<file path="src/rtl/spi_pkg.sv">
// Shared types and constants for the SPI master: FSM states, SPI modes and
// the bit positions of CPOL/CPHA inside the 2-bit mode word.
package spi_pkg;

    typedef enum logic [1:0] {
        IDLE = 2'd0,
        XFER = 2'd1,
        HOLD = 2'd2
    } state_t;

    typedef enum logic [1:0] {
        MODE0 = 2'd0,
        MODE1 = 2'd1,
        MODE2 = 2'd2,
        MODE3 = 2'd3
    } mode_t;

    localparam int CPOL_BIT = 1;
    localparam int CPHA_BIT = 0;

endpackage

</file>
<file path="src/rtl/spi_edge_timer.sv">
// Half-period and edge counters for the SPI master: strobes every dclk toggle
// and reports whether that toggle is a leading edge and whether it is the last.
module spi_edge_timer #(
    parameter int DATA_WIDTH = 8,
    parameter int HALF       = 50
) (
    input  logic clk_in,
    input  logic rst_in,
    input  logic clear,
    input  logic run,
    output logic tick,
    output logic leading,
    output logic last_edge
);

    localparam int HW = $clog2(HALF);
    localparam int EW = $clog2(2 * DATA_WIDTH + 1);
    localparam logic [HW-1:0] HMAX  = HW'(HALF - 1);
    localparam logic [EW-1:0] ELAST = EW'(2 * DATA_WIDTH - 1);

    logic [HW-1:0] hcnt;
    logic [EW-1:0] ecnt;
    logic          wrap;

    assign wrap = (hcnt == HMAX);

    always_ff @(posedge clk_in) begin
        if (rst_in || clear) begin
            hcnt <= '0;
            ecnt <= '0;
        end else if (run) begin
            hcnt <= wrap ? '0 : hcnt + 1'b1;
            if (wrap)
                ecnt <= ecnt + 1'b1;
        end
    end

    // ecnt holds the number of toggles already made, so even means the next one is odd (leading).
    assign tick      = run && wrap;
    assign leading   = ~ecnt[0];
    assign last_edge = (ecnt == ELAST);

endmodule

</file>
<file path="src/rtl/spi_master.sv">
// Four-mode, full-duplex SPI master with one-hot active-low chip selects and a
// busy/done handshake that allows back-to-back words.
module spi_master
    import spi_pkg::*;
#(
    parameter int DATA_WIDTH  = 8,
    parameter int DATA_PERIOD = 100,
    parameter int NUM_CS      = 1,
    localparam int CSW        = (NUM_CS > 1) ? $clog2(NUM_CS) : 1
) (
    input  logic                  clk_in,
    input  logic                  rst_in,
    input  logic [DATA_WIDTH-1:0] data_in,
    input  logic [CSW-1:0]        cs_in,
    input  logic [1:0]            mode_in,
    input  logic                  trigger_in,
    input  logic                  cipo_in,
    output logic                  copi_out,
    output logic                  dclk_out,
    output logic [NUM_CS-1:0]     sel_out,
    output logic                  busy_out,
    output logic                  done_out,
    output logic [DATA_WIDTH-1:0] data_out
);

    localparam int HALF = DATA_PERIOD >> 1;

    state_t                state, state_next;
    mode_t                 mode;
    logic [1:0]            mode_bits;
    logic                  cpol, cpha;
    logic [DATA_WIDTH-1:0] tx_shift, rx_shift;
    logic [NUM_CS-1:0]     sel_next;
    logic                  accept, finish, tick, leading, last_edge;
    logic                  shift_en, sample_en;

    assign accept    = (state == IDLE) && trigger_in && (32'(cs_in) < NUM_CS);
    assign mode_bits = mode;
    assign cpol      = mode_bits[CPOL_BIT];
    assign cpha      = mode_bits[CPHA_BIT];
    assign busy_out  = (state != IDLE);

    spi_edge_timer #(
        .DATA_WIDTH(DATA_WIDTH),
        .HALF      (HALF)
    ) u_timer (
        .clk_in   (clk_in),
        .rst_in   (rst_in),
        .clear    (accept),
        .run      (busy_out),
        .tick     (tick),
        .leading  (leading),
        .last_edge(last_edge)
    );

    always_comb begin
        sel_next = '1;
        for (int i = 0; i < NUM_CS; i++)
            if (32'(cs_in) == i) sel_next[i] = 1'b0;
    end

    always_ff @(posedge clk_in) begin
        if (rst_in) state <= IDLE;
        else        state <= state_next;
    end

    always_comb begin
        state_next = state;
        finish     = 1'b0;
        unique case (state)
            IDLE: if (accept) state_next = XFER;
            XFER: if (tick && last_edge) state_next = HOLD;
            HOLD: if (tick) begin
                state_next = IDLE;
                finish     = 1'b1;
            end
            default: state_next = IDLE;
        endcase
    end

    // CPHA=0 has its MSB out before the first edge, so the final trailing edge shifts nothing.
    assign shift_en  = (state == XFER) && tick && (cpha ? leading : (!leading && !last_edge));
    assign sample_en = (state == XFER) && tick && (cpha ? !leading : leading);

    always_ff @(posedge clk_in) begin
        if (rst_in) begin
            mode     <= MODE0;
            sel_out  <= '1;
            dclk_out <= 1'b0;
            copi_out <= 1'b0;
            done_out <= 1'b0;
            data_out <= '0;
        end else begin
            done_out <= 1'b0;
            if (accept) begin
                mode     <= mode_t'(mode_in);
                sel_out  <= sel_next;
                dclk_out <= mode_in[CPOL_BIT];
                if (!mode_in[CPHA_BIT])
                    copi_out <= data_in[DATA_WIDTH-1];
            end else begin
                if (state == XFER && tick)
                    dclk_out <= ~dclk_out;
                if (shift_en)
                    copi_out <= tx_shift[DATA_WIDTH-1];
                if (finish) begin
                    sel_out  <= '1;
                    dclk_out <= cpol;
                    done_out <= 1'b1;
                    data_out <= rx_shift;
                end
            end
        end
    end

    always_ff @(posedge clk_in) begin
        if (accept) begin
            tx_shift <= mode_in[CPHA_BIT] ? data_in : {data_in[DATA_WIDTH-2:0], 1'b0};
            rx_shift <= '0;
        end else begin
            if (shift_en)
                tx_shift <= {tx_shift[DATA_WIDTH-2:0], 1'b0};
            if (sample_en)
                rx_shift <= {rx_shift[DATA_WIDTH-2:0], cipo_in};
        end
    end

endmodule
</file>
<file path="config.mk">
export PLATFORM = sky130hd
export DESIGN_NAME = spi_master
export DESIGN_NICKNAME = d
export VERILOG_FILES = /design/src/rtl/spi_pkg.sv /design/src/rtl/spi_edge_timer.sv /design/src/rtl/spi_master.sv
export SDC_FILE = /design/constraint.sdc
export NUM_CORES = 1
export LEC_CHECK = 0
export BUFFER_PORTS_ARGS = -buffer_cell sky130_fd_sc_hd__buf_2
export CORE_MARGIN = 2
export CORE_UTILIZATION = 52
export CTS_CLUSTER_DIAMETER = 200
export DETAILED_ROUTE_END_ITERATION = 12
export GPL_TIMING_DRIVEN = 0
export PLACE_DENSITY_LB_ADDON = 0.12
export SYNTH_ARGS = -nofsm -noshare
export SYNTH_HDL_FRONTEND = slang
export SYNTH_SLANG_ARGS = --single-unit
</file>
<file path="constraint.sdc">
create_clock -name clk_in -period 2.7 [get_ports clk_in]
set_clock_uncertainty 0.2 [all_clocks]
set_input_delay 0.54 -clock clk_in [delete_from_list [all_inputs] [get_ports clk_in]]
set_output_delay 0.54 -clock clk_in [all_outputs]
set_load 0.01 [all_outputs]
</file>
==> results_dict.tcl <==
set metrics [dict create \
    worstPathRequired_ns 2.52 \
    path_cells "ha_1, and3_1, ha_1, nor3b_1, o2111ai_1, nand2_1" \
    critPathSlowestCell "dfxtp_1" \
    final_cells 270 \
    swShare 0.226 \
    synth_top_area_frac 0.373 \
    power_frac_clock 0.332 \
    p_seq_frac 0.590 \
    synth_top_area_cell "dfxtp_1" \
    cp.arrival_ns 2.18 \
    hpwl_microns 2590 \
    die-width_microns 64.1 \
    drtAntennaViolNets 0 \
    grt_pass1_vias 1426 \
    max_stage_delay_ns 0.40 \
    worstSetupStartpointType "flip-flop" \
    fin_crit_ns 2.36 \
    yosys-top-cells-area "dfxtp_1, mux2i_1, edfxtp_1" \
    h-tree-depth 2 \
    power_density_nw_per_um2 536 \
    dp_slack_ns 0.359 \
    wire_per_inst_microns 13.0 \
    peakVddDrop_mv 0.350 \
    fillers 300 \
    synth.ff_latch_count 43 \
    grt_overflow 0 \
    synthTopCellsByCount "dfxtp_1, nor2_1, mux2i_1" \
    power.switching_w 0.000260 \
    crit_family "simple AND/OR/NAND/NOR gates" \
    async_flop_share 0 \
    drv_cap 0 \
    synth-seq-area-share 0.501 \
    tns_ns 0 \
    n_antenna_cell 0 \
    vias_per_cell 5.26 \
    cts_resized 0 \
    max_freq_ghz 0.424 \
    cts.sinks 43 \
    clk_pin_slew_ns 0.12 \
    grt_use_total 0.187 \
    io_pins 28 \
    synth_edf_count 8 \
    cts_tree "done" \
    cts_buffers 5 \
    syn_area_sq_um 1880 \
    relSlewSlack 0.619 \
    root_buffer "clkbuf_4" \
    syn_nets 210 \
    dieHeight_microns 64.1 \
    drt_iter0_drc 84 \
    p_int_w 0.000888 \
    critical_path_buf_inv_count 0 \
    place.gp.congestion 0.731 \
    finalMaxSlewViolations 0 \
    setup_ws_ns 0.339 \
    yosys.cell_types.count 40 \
    synth_ff_type "dfxtp_1" \
    post_cts_buffers 0 \
    coreArea_sq_um 3390 \
    vias 1420 \
    drc 0 \
    drive_gt1_frac 0.201 \
    rsz0062_at_grt "no" \
    setup_viol 0 \
    fin_crit_sh 0.874 \
    antenna_found_initial 0 \
    postCtsHoldBufs 0 \
    power.leakage_nw 0.942 \
    syn_inst 191 \
    die-area_sq_um 4110 \
    min_path_type "input pin to flip-flop" \
    grt_pass1_wl_microns 6100 \
    routed_wl_microns 3510 \
    cpMostUsedCell "ha_1" \
    syn_to_final_growth_pct 14.1 \
    placementRows 21 \
    dr.pass1.iters 4 \
    multi_input_area_sq_um 850 \
    synth_warnings 0 \
    comb_power_share 0.078 \
    worst_slew_pin_slew_ns 0.572 \
    endpoint_kind "flip-flop" \
    cp_max_fo 8 \
    clock_latency_ns 0.34 \
    hold_violations 0 \
    port_buffers 25 \
    final-seq-area_sq_um 941 \
    synth_area_per_cell_sq_um 9.83 \
    finalPower_w 0.00115 \
    place_inst 262 \
    grt_start_max_net_pins 14 \
    fin_util 0.632 \
    status "completed" \
    initial_core_util 0.554 \
    clk_path_buf_depth 2 \
    path_class "flip-flop to flip-flop" \
    nNetsFinal 242 \
]
-- routing by layer --
layer / wire (microns) / track usage / up-vias
met3: 115 / 0.0370 / 4
met2: 1830 / 0.342 / 22
met4: 33 / 0.0638 / 0
li1: - / - / 724
met5: 0 / 0 / -
met1: 1530 / 0.216 / 670
-- cells by family after synthesis --
| kind of cell | share of synthesized area |
|---|---|
| DFF | 0.501 |
| buffers and inverters | 0.0466 |
| adders and majority gates | 0.0266 |
| AOI/OAI and AO/OA | 0.0853 |
| xor gates and xnor gates | 0.0373 |
| muxes | 0.128 |
| and+or+nand+nor | 0.175 |
-- flip-flops by register name, indices dropped and copies added (netlist names) --
register	flops
data_out	8
u_timer.ecnt	5
sel_out	1
dclk_out	1
mode	2
copi_out	1
done_out	1
u_timer.hcnt	6
state	2
rx_shift	8
tx_shift	8
-- through the flow --
stage                     instance area (sq um)  hold WS (ns)
after detailed placement                   2060         0.255
after CTS                                  2140         0.244
after global placement                     2060         0.245
final                                      2140         0.255
after global routing                       2140         0.270
after floorplan                            1880         0.236
-- cells in the final DEF, fill, tap and decap left out, types with 2 or more instances in the layout --
cell type  count
inv_1          5
nor2_1        35
edfxtp_1       8
buf_2         31
a211oi_1       2
nand3_1        4
clkbuf_4       5
nand2_1       10
o21ai_0        2
dfxtp_1       35
nor2b_1        2
nand2b_1       2
a21oi_1       14
o2111ai_1      2
mux2i_1       24
xor2_1         5
ha_1           4
and3_1         2
nand4_1        3
clkbuf_1       3
xnor2_1        3
-- worst min-delay path: cells and delay by family --
kind	cells	cell delay, ns
buffers and inverters	1	0.08
multiplexers	1	0.06
AND/OR/NAND/NOR	1	0.08
-- power by group through the flow --
stage	sequential [W]	combinational, W	clock (W)
after detailed placement	0.000692	0.0000900	0
after CTS	0.000677	0.0000904	0.000391
after global placement	0.000691	0.0000865	0
after floorplan	0.000691	0.0000604	0
final	0.000677	0.0000894	0.000381
after global routing	0.000680	0.000101	0.000414
-- final timing paths --
check,from,endpoint,slack [ns],cells past startpoint
setup / recovery,u_timer.ecnt[0],tx_shift[7],0.34,6
hold / removal,cipo_in,rx_shift[0],0.25,3
setup reg to reg,u_timer.ecnt[0],tx_shift[7],0.34,6
hold reg to reg,copi_out,copi_out,0.29,2
-- layout make-up --
| cell class | count | share of cell area |
|---|---|---|
| plain buffers | 13 | 0.0321 |
| repair buffers | 25 | 0.0584 |
| clock buffers | 7 | 0.0356 |
| well taps | 46 | 0.0269 |
| flip-flops and latches | 43 | 0.439 |
| multi-input cells | 130 | 0.397 |
| clock inverters | 1 | 0.00234 |
| inverters | 5 | 0.00876 |
Power figures use the tool's default switching activity.
